## src/rtl/dense_to_coo.sv

```systemverilog
// Dense M x N matrix to COO entry stream converter.
// A start in IDLE snapshots the matrix and a nonzero mask. Nonzero entries
// are then emitted in row-major order over a valid/ready handshake, with at
// most MAX_LIST_SIZE entries per conversion. Any excess nonzeros are dropped
// and reported through the overflow flag.
module dense_to_coo #(
  parameter int DATA_SIZE     = 16,
  parameter int M             = 4,
  parameter int N             = 4,
  parameter int MAX_LIST_SIZE = 30,
  localparam int RW = (M > 1) ? $clog2(M) : 1,
  localparam int CLW = (N > 1) ? $clog2(N) : 1,
  localparam int CW = $clog2(MAX_LIST_SIZE + 1)
) (
  input  logic                     clk,
  input  logic                     rst,
  input  logic                     start,
  input  logic [M*N*DATA_SIZE-1:0] dense_in,
  output logic                     busy,
  output logic                     out_valid,
  input  logic                     out_ready,
  output logic [RW-1:0]            out_row,
  output logic [CLW-1:0]           out_col,
  output logic [DATA_SIZE-1:0]     out_val,
  output logic                     out_last,
  output logic                     done,
  output logic [CW-1:0]            nnz_count,
  output logic                     overflow
);

  typedef enum logic [1:0] {IDLE, SCAN, EMIT, DONE} state_t;

  state_t                     state_q, state_d;
  logic [M*N*DATA_SIZE-1:0]   snap_q, snap_d;
  logic [M*N-1:0]             mask_q, mask_d;
  logic                       out_valid_q, out_valid_d;
  logic [RW-1:0]              out_row_q, out_row_d;
  logic [CLW-1:0]             out_col_q, out_col_d;
  logic [DATA_SIZE-1:0]       out_val_q, out_val_d;
  logic                       out_last_q, out_last_d;
  logic                       done_q, done_d;
  logic [CW-1:0]              nnz_q, nnz_d;
  logic                       overflow_q, overflow_d;

  // Lowest pending nonzero and the mask that remains once it is taken.
  logic                       hit;
  logic [RW-1:0]              hit_row;
  logic [CLW-1:0]             hit_col;
  logic [DATA_SIZE-1:0]       hit_val;
  logic [M*N-1:0]             rest_mask;
  logic                       load;

  // Priority-encode the mask; nested row/column loops give the indices
  // directly so no divider is needed.
  always_comb begin
    // NOTE: every signal gets a default before any conditional assignment;
    // a path that leaves one unassigned would infer a latch.
    hit       = 1'b0;
    hit_row   = '0;
    hit_col   = '0;
    hit_val   = '0;
    rest_mask = mask_q;
    for (int r = 0; r < M; r++) begin
      for (int c = 0; c < N; c++) begin
        if (!hit && mask_q[r*N+c]) begin
          hit                = 1'b1;
          hit_row            = RW'(r);
          hit_col            = CLW'(c);
          hit_val            = snap_q[(r*N+c)*DATA_SIZE +: DATA_SIZE];
          rest_mask[r*N+c]   = 1'b0;
        end
      end
    end
  end

  // Next-state and next-output computation for the conversion FSM.
  always_comb begin
    state_d     = state_q;
    snap_d      = snap_q;
    mask_d      = mask_q;
    out_valid_d = out_valid_q;
    out_row_d   = out_row_q;
    out_col_d   = out_col_q;
    out_val_d   = out_val_q;
    out_last_d  = out_last_q;
    done_d      = 1'b0;
    nnz_d       = nnz_q;
    overflow_d  = overflow_q;
    load        = 1'b0;

    case (state_q)
      IDLE: begin
        if (start) begin
          snap_d     = dense_in;
          for (int i = 0; i < M*N; i++) begin
            mask_d[i] = |dense_in[i*DATA_SIZE +: DATA_SIZE];
          end
          nnz_d      = '0;
          overflow_d = 1'b0;
          state_d    = SCAN;
        end
      end
      SCAN: begin
        if (hit) begin
          load    = 1'b1;
          state_d = EMIT;
        end else begin
          done_d     = 1'b1;
          overflow_d = |mask_q;
          state_d    = DONE;
        end
      end
      EMIT: begin
        if (out_valid_q && out_ready) begin
          nnz_d = nnz_q + CW'(1);
          if (!out_last_q) begin
            // A non-last entry guarantees the mask still holds a nonzero.
            load = 1'b1;
          end else begin
            out_valid_d = 1'b0;
            done_d      = 1'b1;
            overflow_d  = |mask_q;
            state_d     = DONE;
          end
        end
      end
      DONE: begin
        state_d = IDLE;
      end
      default: state_d = IDLE;
    endcase

    // The entry being loaded is last if nothing remains after it, or if it
    // fills the list (it will be entry number nnz_d + 1).
    if (load) begin
      out_valid_d = 1'b1;
      out_row_d   = hit_row;
      out_col_d   = hit_col;
      out_val_d   = hit_val;
      mask_d      = rest_mask;
      out_last_d  = ~|rest_mask || (int'(nnz_d) + 1 == MAX_LIST_SIZE);
    end
  end

  // State and registered outputs, with synchronous reset.
  always_ff @(posedge clk) begin
    // NOTE: sequential state uses non-blocking assignments so every flop
    // samples pre-edge values regardless of statement order.
    if (rst) begin
      state_q     <= IDLE;
      // NOTE: the snapshot and mask are cleared with the control state so a
      // stale matrix can never leak into a later conversion.
      snap_q      <= '0;
      mask_q      <= '0;
      out_valid_q <= 1'b0;
      out_row_q   <= '0;
      out_col_q   <= '0;
      out_val_q   <= '0;
      out_last_q  <= 1'b0;
      done_q      <= 1'b0;
      nnz_q       <= '0;
      overflow_q  <= 1'b0;
    end else begin
      state_q     <= state_d;
      snap_q      <= snap_d;
      mask_q      <= mask_d;
      out_valid_q <= out_valid_d;
      out_row_q   <= out_row_d;
      out_col_q   <= out_col_d;
      out_val_q   <= out_val_d;
      out_last_q  <= out_last_d;
      done_q      <= done_d;
      nnz_q       <= nnz_d;
      overflow_q  <= overflow_d;
    end
  end

  assign busy      = (state_q != IDLE);
  assign out_valid = out_valid_q;
  assign out_row   = out_row_q;
  assign out_col   = out_col_q;
  assign out_val   = out_val_q;
  assign out_last  = out_last_q;
  assign done      = done_q;
  assign nnz_count = nnz_q;
  assign overflow  = overflow_q;

endmodule

```

## config.mk

```make
export PLATFORM = sky130hd
export DESIGN_NAME = dense_to_coo
export DESIGN_NICKNAME = d
export VERILOG_FILES = /design/src/rtl/dense_to_coo.sv
export SDC_FILE = /design/constraint.sdc
export NUM_CORES = 1
export LEC_CHECK = 0
export ABC_AREA = 1
export ABC_CLOCK_PERIOD_IN_PS = 2060
export CAP_MARGIN = 20
export CORE_ASPECT_RATIO = 1.25
export CORE_MARGIN = 2
export CORE_UTILIZATION = 47
export DETAILED_ROUTE_END_ITERATION = 6
export PLACE_DENSITY_LB_ADDON = 0.3
export SLEW_MARGIN = 15
export SYNTH_ARGS = -nofsm -noshare
export SYNTH_HDL_FRONTEND = slang
export SYNTH_SLANG_ARGS = --single-unit
```

## constraint.sdc

```tcl
create_clock -name clk -period 2.06 [get_ports clk]
set_input_delay 0.515 -clock clk [delete_from_list [all_inputs] [get_ports clk]]
set_output_delay 0.515 -clock clk [all_outputs]
set_load 0.005 [all_outputs]
```

==> results of run 1 <==
-- cell families (layout without fill, tap and decap cells) --
kind of cell / after synthesis / count (layout) / synth area share (%)
AO/OA/AOI/OAI: 462 / 462 / 17.1
adder cells (fa/ha/maj): 5 / 5 / 0.452
flip-flops: 303 / 303 / 43.8
buffers and inverters: 281 / 648 / 7.96
AND/OR/NAND/NOR: 993 / 994 / 30.7
-- tightest hold or removal path, stage by stage --
cell and delay (ns):
buf_2 0.13, inv_6 0.11, nand2_1 0.09, inv_1 0.03
-- cells in the final DEF, fill, tap and decap left out, types with 63 or more instances in the layout --
master,synthesis,routed
a21oi_1,122,110
buf_4,0,114
clkdlybuf4s50_1,0,287
dfxtp_1,303,299
inv_1,147,143
nand2_1,239,205
nand3_1,78,69
nor2_1,536,507
nor4_1,65,63
o21ai_0,315,293
-- metal layers --
layer	global-route usage (%)	wire length (um)
met1	36.4	19100
met2	53.1	24200
met3	3.38	3180
met4	11.4	1740
met5	0	0
-- sequential cells by signal, indices dropped and copies added (netlist names) --
name and cells:
out_last 1, snap_q 256, out_row 2, out_val 16, out_col 2, done 1
nnz_count 5, state_q 2, out_valid 1, mask_q 16, overflow 1
-- power by group through the flow --
stage / Sequential [mW] / Clock [mW] / Combinational, mW
after detailed placement: 8.32 / 0 / 8.71
after global placement: 8.27 / 0 / 8.55
after floorplan: 8.05 / 0 / 5.08
final: 8.27 / 5.40 / 9.97
after global routing: 8.41 / 5.68 / 10.9
after CTS: 8.23 / 5.42 / 9.21
-- area by class of cell --
class	count	share of cell area, %
Clock inverter	12	0.769
Sequential cell	303	30.9
Timing Repair inverter	1	0.0445
Timing Repair Buffer	442	22.6
Clock buffer	40	4.10
Tap cell	396	2.52
Multi-Input combinational cell	1461	36.1
Inverter	153	3.06
-- worst paths after layout --
| check | startpoint | to | slack [ns] | cells past startpoint |
|---|---|---|---|---|
| max | mask_q[2] | out_val[9] | -0.18 | 15 |
| min | rst | mask_q[12] | 0.38 | 4 |
| max reg2reg | mask_q[2] | out_val[9] | -0.18 | 15 |
| min reg2reg | snap_q[31] | snap_q[31] | 0.45 | 2 |
-- stage by stage --
step | setup WS [ns] | utilization [%]
floorplan | 0.0277 | -
global placement | -0.373 | 61.7
detailed placement | -0.407 | 61.7
CTS | -0.110 | 66.0
global route | -0.275 | 67.5
finish | -0.181 | 67.5
-- repair_timing --
action                     CTS  global route
setup endpoints to repair   38            37
resized for setup           75            96
cloned                       2             2
buffers inserted             8            10
pin swaps                   10            39
==> impl_metrics.yaml, run 1 <==
run_status:
  status: "finished, violations left"
  violations: "setup timing"
worst_setup_path:
  cp-end-kind: "flip-flop"
  crit_path_cell_trace: "buf_4 > nand2_2 > buf_12 > buf_4 > nor2_1 > nor2_1 > nand3_1 > nor2_2 > nand4_1 > nor2_2 > nand2_1 > nand2_2 > nand2_2 > nand2_2 > a21oi_2"
  critPathLaunchType: "flip-flop"
  path_class: "reg -> reg"
  required_ns: 2.48
  cp_top_family: "simple AND/OR/NAND/NOR gates"
  arrival_ns: 2.66
  cp_slowest_stage_delay_ns: 0.34
  cp_num_buf_inv: 3
  critPathSlowestCell: "dfxtp_1"
  path_max_fanout: 9
  crit_top_cell: "nand2_2"
hold_path:
  min_path_type: "in -> reg"
synthesis:
  synth_area_per_cell_um2: 6.77
  synth_area_um2: 13800
  synth_largest_area_cell: "dfxtp_1"
  ys_seq_area_share_pct: 43.8
  async_flop_share_pct: 0
  synth_top_area_share_pct: 43.8
  synth_common_cells: "nor2_1, o21ai_0, dfxtp_1"
  synth_edf_count: 0
  syn_inst: 2044
  synth_flop_cell: "dfxtp_1"
  yosysMostFrequentCell: "nor2_1"
  synth_warnings: 0
  yosysUniqueCellTypes: 40
  synth_area_leaders: "dfxtp_1, nor2_1, o21ai_0, nand2_1, a21oi_1"
  syn_nets: 2309
  ys_ff_latch: 303
final_layout:
  drive_gt1_share_pct: 14.1
  multi_input_area_um2: 7100
  stdcell_area_um2: 19700
  layout.cells.non_filler: 2808
  synthToLayoutAreaGrowth_pct: 42.2
  fillerInstances: 2452
  regArea_um2: 6080
  nNetsFinal: 2656
  diodes: 0
timing:
  finalCriticalPeriod_ns: 2.24
  final_max_slew_viol_count: 0
  slew_headroom_pct: 63.5
  max_freq_mhz: 446
  timing.hold.ws_ns: 0.385
  setup_slack_ns: -0.181
  hold_viol: 0
  rsz0062_at_grt: "yes"
  setup_viol: 36
  tns_ns: -3.11
  final.period_utilization_pct: 109
  finClkSkew_ns: 0.0139
  tightest_slew_ns: 0.548
power:
  pwr-share-comb_pct: 42.2
  seqPwrFrac_pct: 35.0
  p_sw_mw: 9.08
  clock_power_share_pct: 22.8
  totalPowerFinal_mw: 23.6
  pwr_density_cell_nw_per_um2: 1200
  p_int_mw: 14.6
  leakagePower_nw: 8.03
  ir_drop_mv: 0.588
  p_sw_share_pct: 38.4
global_route:
  grt_overflow_total: 0
  grt_max_degree: 74
  first_global_vias: 14523
  antenna_found_initial: 0
  grt_pass1_wl_um: 73100
  grt_use_total_pct: 29.7
drt:
  wire_per_inst_um: 17.2
  drt_wl_total_um: 48200
  vias_per_cell: 5.45
  ant_nets: 0
  drt_iter0_markers: 1293
  drt_first_pass_iters: 6
  drt_drc_violations_left: 0
  vias: 15297
floorplanning:
  start_util_pct: 47.5
  die_h_um: 196
  core_um2: 29200
  die_x_um: 158
  ios: 290
  core.rowCount: 70
  dieArea_um2: 30900
clock_tree:
  cts_num_sinks: 303
  root_buffer: "clkbuf_16"
  clockBufferDepth: 3
  cts_tree: "built"
  cts_buffers: 29
  path_clk_slew_ns: 0.07
  htree_levels: 1
  clk_latency_ns: 0.56
  hold_buffers: 0
placement:
  place_area_um2: 18000
  post-dp-hpwl_um: 35800
  numPortBuffers: 289
  gp_congestion: 0.934
  dp.cells: 2734
job:
  drv_cap: 0
Power figures use the tool's default switching activity.
==> run 2: changes to the inputs <==
--- a/config.mk
+++ b/config.mk
@@ -8,11 +8,10 @@
 export ABC_AREA = 1
 export ABC_CLOCK_PERIOD_IN_PS = 2060
 export CAP_MARGIN = 20
-export CORE_ASPECT_RATIO = 1.25
-export CORE_MARGIN = 2
+export CORE_ASPECT_RATIO = 1.4
 export CORE_UTILIZATION = 47
 export DETAILED_ROUTE_END_ITERATION = 6
-export PLACE_DENSITY_LB_ADDON = 0.3
+export PLACE_DENSITY = 0.77
 export SLEW_MARGIN = 15
 export SYNTH_ARGS = -nofsm -noshare
 export SYNTH_HDL_FRONTEND = slang
==> impl_metrics.yaml, run 2 (synthesized netlist as in run 1, its figures left out) <==
floorplanning:
  ios: 290
  core_um2: 29100
  die_x_um: 147
  die_h_um: 205
  core.rowCount: 74
  dieArea_um2: 30200
  start_util_pct: 47.6
timing:
  finClkSkew_ns: 0.00972
  setup_slack_ns: -0.129
  final_max_slew_viol_count: 0
  finalCriticalPeriod_ns: 2.19
  final.period_utilization_pct: 106
  rsz0062_at_grt: "yes"
  slew_headroom_pct: 63.7
  timing.hold.ws_ns: 0.402
  tightest_slew_ns: 0.539
  hold_viol: 0
  setup_viol: 18
  max_freq_mhz: 457
  tns_ns: -1.15
worst_setup_path:
  path_max_fanout: 11
  crit_end: "out_val[9]"
  path_class: "reg -> reg"
  rrSetupSlack_ns: -0.13
  critPathLaunchType: "flip-flop"
  arrival_ns: 2.60
  timing.rr.end: "out_val[9]"
  rr_startpoint: "mask_q[2]"
  required_ns: 2.47
  worstRegToRegCells: 15
  worstSetupStartpoint: "mask_q[2]"
  cp-end-kind: "flip-flop"
power:
  ir_drop_mv: 0.854
  pwr_density_cell_nw_per_um2: 1190
  leakagePower_nw: 7.97
run_status:
  violations: "DRC, setup timing"
  status: "finished, violations left"
final_layout:
  layout.cells.non_filler: 2803
  nNetsFinal: 2666
  regArea_um2: 6080
  largest_reg_flops: 256
  final_common_cell: "nor2_1"
  drive_gt1_share_pct: 14.0
  mostFrequentLayoutCells: "nor2_1, dfxtp_1, o21ai_0, clkdlybuf4s50_1, nand2_1"
  top_register: "snap_q"
  diodes: 0
  multi_input_area_um2: 7090
  fillerInstances: 2551
  synthToLayoutAreaGrowth_pct: 41.6
  stdcell_area_um2: 19600
drt:
  drt_drc_violations_left: 7
  wire_per_inst_um: 17.4
  vias: 15433
  vias_per_cell: 5.51
  drt_wl_total_um: 48700
  drt_iter0_markers: 1206
  ant_nets: 0
  drt_first_pass_iters: 7
global_route:
  grt_overflow_total: 0
  grt_use_total_pct: 31.1
  grt_pass1_wl_um: 74500
  first_global_vias: 14655
  grt_max_degree: 81
  antenna_found_initial: 0
clock_tree:
  htree_levels: 1
  clockBufferDepth: 3
  root_buffer: "clkbuf_16"
  path_clk_slew_ns: 0.07
  cts_num_sinks: 303
  cts_tree: "built"
  clk_latency_ns: 0.55
  cts_buffers: 29
placement:
  place_area_um2: 18000
  gp_congestion: 0.991
  dp.cells: 2725
  numPortBuffers: 289
  post-dp-hpwl_um: 36300
  dp_slack_ns: -0.540
hold_path:
  min_path_type: "in -> reg"
job:
  drv_cap: 0
==> run 2: cell types whose count changed in the layout (fill, tap and decap cells not counted), moves of 5 or more <==
cell,change
o21ai_2,-8
buf_12,-9
a21oi_2,-6
nor2_4,+6
nand2_2,-8
buf_6,+8
o21ai_1,+10
nand2_1,+10
buf_4,+11
a21oi_1,+6
nor2_1,-7
nand3_2,-6
clkbuf_1,-6
clkinvlp_4,+5
==> run 2: stage by stage <==
stage / utilization [%] / total power, mW
6_report: 67.4 / 23.3
5_1_grt: 67.4 / 24.6
4_1_cts: 66.4 / 22.7
3_5_place_dp: 61.8 / 16.9
3_3_place_gp: 61.8 / 16.7
2_1_floorplan: - / 13.1
==> run 2: timing repair <==
item,4_1_cts,5_1_grt
setup buffers,17,6
cloned,4,3
pin swaps,28,31
endpoints found under the hold margin,0,0
hold buffers,0,0
setup endpoints to repair,38,39
gates resized for setup,88,74
==> run 2: worst max-delay path, cell delays in order, from the launching register on <==
cell and delay [ns]:
dfxtp_2 0.34, buf_4 0.15, nand2_4 0.14, buf_4 0.13, buf_4 0.11, nor2_1 0.04
nor2_1 0.11, nand3_1 0.14, nor2_2 0.16, nand4_1 0.18, nor2_2 0.17, nand2_1 0.11
nand2_1 0.09, nand2_1 0.06, nand2_1 0.05, a21oi_1 0.06
==> run 2: how the worst min path moves through the flow <==
stage                startpoint          end  slack, ns  depth (start not counted)
floorplan           snap_q[160]  snap_q[160]       0.42                          2
global placement     snap_q[31]   snap_q[31]       0.43                          2
detailed placement  snap_q[166]  snap_q[166]       0.44                          2
CTS                         rst    snap_q[7]       0.39                          4
global route                rst   snap_q[26]       0.41                          4
finish                      rst   snap_q[30]       0.40                          4
==> run 2: layout make-up <==
type	count	area share, %
multi-input cells	1462	36.2
flip-flops and latches	303	31.0
repair buffers	451	22.5
clock buffers	36	4.14
inverters	153	3.03
well taps	380	2.43
clock inverters	17	0.696
repair inverters	1	0.0383
==> run 2: routing by layer <==
metal	part of all wire [%]	global-route usage (%)
met5	0	0
met4	5.2	15.6
met3	5.9	3.47
met2	50	56.3
met1	39	35.9
==> run 2: where the power goes <==
part           leakage, nW  internal (mW)  switching, mW
logic                 5.01           3.85           5.82
registers             2.51           7.39          0.899
clock network        0.457           2.94           2.37
total                 7.97           14.2           9.10
==> run 3: changes to the inputs <==
--- a/config.mk
+++ b/config.mk
@@ -8,7 +8,7 @@
 export ABC_AREA = 1
 export ABC_CLOCK_PERIOD_IN_PS = 2060
 export CAP_MARGIN = 20
-export CORE_ASPECT_RATIO = 1.4
+export CORE_ASPECT_RATIO = 1.2
 export CORE_UTILIZATION = 47
 export DETAILED_ROUTE_END_ITERATION = 6
 export PLACE_DENSITY = 0.77
==> constraint.sdc (replaced) <==
create_clock -name clk -period 2.06 [get_ports clk]
set_input_delay 0.515 -clock clk [delete_from_list [all_inputs] [get_ports clk]]
set_output_delay 0.515 -clock clk [all_outputs]
set_load 0.01 [all_outputs]
==> impl_metrics.yaml, run 3 (synthesized netlist as in run 1, its figures left out) <==
run_status:
  status: "finished, violations left"
  violations: "setup timing"
worst_setup_path:
  worstRegToRegCells: 14
  path_class: "reg -> reg"
  cp-end-kind: "flip-flop"
  crit_top_cell: "nand2_1"
  path_max_fanout: 6
  cp_slowest_stage_delay_ns: 0.37
  rrSetupSlack_ns: -0.05
  arrival_ns: 2.53
  crit_path_cell_trace: "buf_6 > nand2_4 > buf_6 > o21ai_0 > nor2_1 > nand3_2 > nor2_4 > nand4_1 > nor2_1 > nand2_1 > nand2_2 > nand2_1 > nand2_1 > a21oi_1"
  required_ns: 2.48
  critPathLaunchType: "flip-flop"
  critPathSlowestCell: "dfxtp_4"
final_layout:
  fillerInstances: 2397
  drive_gt1_share_pct: 13.1
  diodes: 0
  largest_reg_flops: 256
  final_common_cell: "nor2_1"
  nNetsFinal: 2646
  synthToLayoutAreaGrowth_pct: 42.6
  top_register: "snap_q"
  mostFrequentLayoutCells: "nor2_1, o21ai_0, dfxtp_1, clkdlybuf4s50_1, nand2_1"
global_route:
  grt_pass1_wl_um: 71800
  grt_max_degree: 86
  first_global_vias: 14319
  grt_use_total_pct: 30.4
  grt_overflow_total: 0
  antenna_found_initial: 0
job:
  drv_cap: 0
floorplanning:
  die_h_um: 190
  core.rowCount: 68
  start_util_pct: 48.0
  die_x_um: 159
  ios: 290
  core_um2: 28800
  dieArea_um2: 30200
timing:
  setup_viol: 23
  max_freq_mhz: 473
  slew_headroom_pct: 51.9
  timing.hold.ws_ns: 0.324
  final.period_utilization_pct: 103
  final_max_slew_viol_count: 0
  rsz0062_at_grt: "yes"
  tightest_slew_ns: 0.715
  hold_viol: 0
  finalCriticalPeriod_ns: 2.11
  finClkSkew_ns: 0.0156
  setup_slack_ns: -0.0531
drt:
  drt_wl_total_um: 48200
  vias: 15434
  drt_iter0_markers: 1467
  vias_per_cell: 5.54
  wire_per_inst_um: 17.3
  drt_first_pass_iters: 5
  drt_drc_violations_left: 0
  ant_nets: 0
power:
  leakagePower_nw: 8.18
  pwr_density_cell_nw_per_um2: 1230
  ir_drop_mv: 0.634
placement:
  post-dp-hpwl_um: 35400
  gp_congestion: 0.975
  dp_slack_ns: -0.524
  numPortBuffers: 289
clock_tree:
  path_clk_slew_ns: 0.07
  cts_num_sinks: 303
  hold_buffers: 0
  htree_levels: 1
  cts_buffers: 29
  clockBufferDepth: 3
  cts_tree: "built"
  clk_latency_ns: 0.55
  root_buffer: "clkbuf_16"
hold_path:
  min_path_type: "in -> reg"
  hold_path_depth: 4
==> run 3: changes by cell type in the layout (fill, tap and decap cells not counted), sizes merged <==
cell / previous run / this run
buf: 161 / 140
clkdlybuf4s50: 287 / 278
bufinv: 1 / 8
dlymetal6s2s: 0 / 7
clkinv: 9 / 4
clkbuf: 38 / 42
clkinvlp: 7 / 3
clkdlybuf4s15: 0 / 1
dlygate4sd2: 1 / 2
inv: 154 / 153
nand2: 246 / 245
==> run 3: cell type report <==
type | count | area (um2) | area share [%]
clock inverters | 15 | 287 | 1.45
multi-input cells | 1461 | 7070 | 35.8
flip-flops and latches | 303 | 6080 | 30.8
well taps | 385 | 482 | 2.44
clock buffers | 37 | 796 | 4.03
repair buffers | 433 | 4440 | 22.5
inverters | 153 | 594 | 3.01
==> run 3: worst paths after layout <==
path | from | end
setup / recovery | mask_q[1] | out_val[5]
hold reg to reg | snap_q[170] | snap_q[170]
setup reg to reg | mask_q[1] | out_val[5]
hold / removal | rst | snap_q[8]
==> run 3: worst max-delay path, delay by kind of cell (launching register included) <==
family	cells	cell delay, ns
flip-flops	1	0.37
AND/OR/NAND/NOR	10	1.15
buffers and inverters	2	0.25
AO/OA/AOI/OAI	2	0.20
==> run 3: timing repair <==
| item | CTS | global route |
|---|---|---|
| setup buffers | 9 | 11 |
| pin swaps | 25 | 49 |
| gates resized for setup | 51 | 108 |
| cloned | 1 | 7 |
| endpoints found under the setup margin | 22 | 47 |
==> run 3: power by group <==
| group | switching, mW | leakage, nW | internal (mW) | total (mW) |
|---|---|---|---|---|
| combinational | 5.93 | 5.16 | 4.04 | 9.98 |
| sequential | 0.902 | 2.51 | 7.40 | 8.30 |
| clock | 2.30 | 0.520 | 3.72 | 6.03 |
==> run 3: per-stage QoR <==
stage	power, mW	instances	utilization [%]	area (um2)	setup TNS, ns
2_1_floorplan	13.2	2044	-	13800	0
3_3_place_gp	16.8	2708	62.0	17900	-6.12
3_5_place_dp	17.0	2708	62.0	17900	-6.97
4_1_cts	23.3	2769	66.4	19200	-0.0178
5_1_grt	25.6	2787	68.5	19800	-4.59
6_report	24.3	2787	68.5	19800	-0.568
==> run 3: metal layers <==
layer	GRT usage, %	up-vias	wire [um]	part of all wire (%)
met5	0	-	0	0
met4	14.5	0	2340	4.9
met3	3.60	146	3500	7.3
met2	52.2	700	23400	49
met1	37.4	7166	18900	39
li1	-	7422	-	-
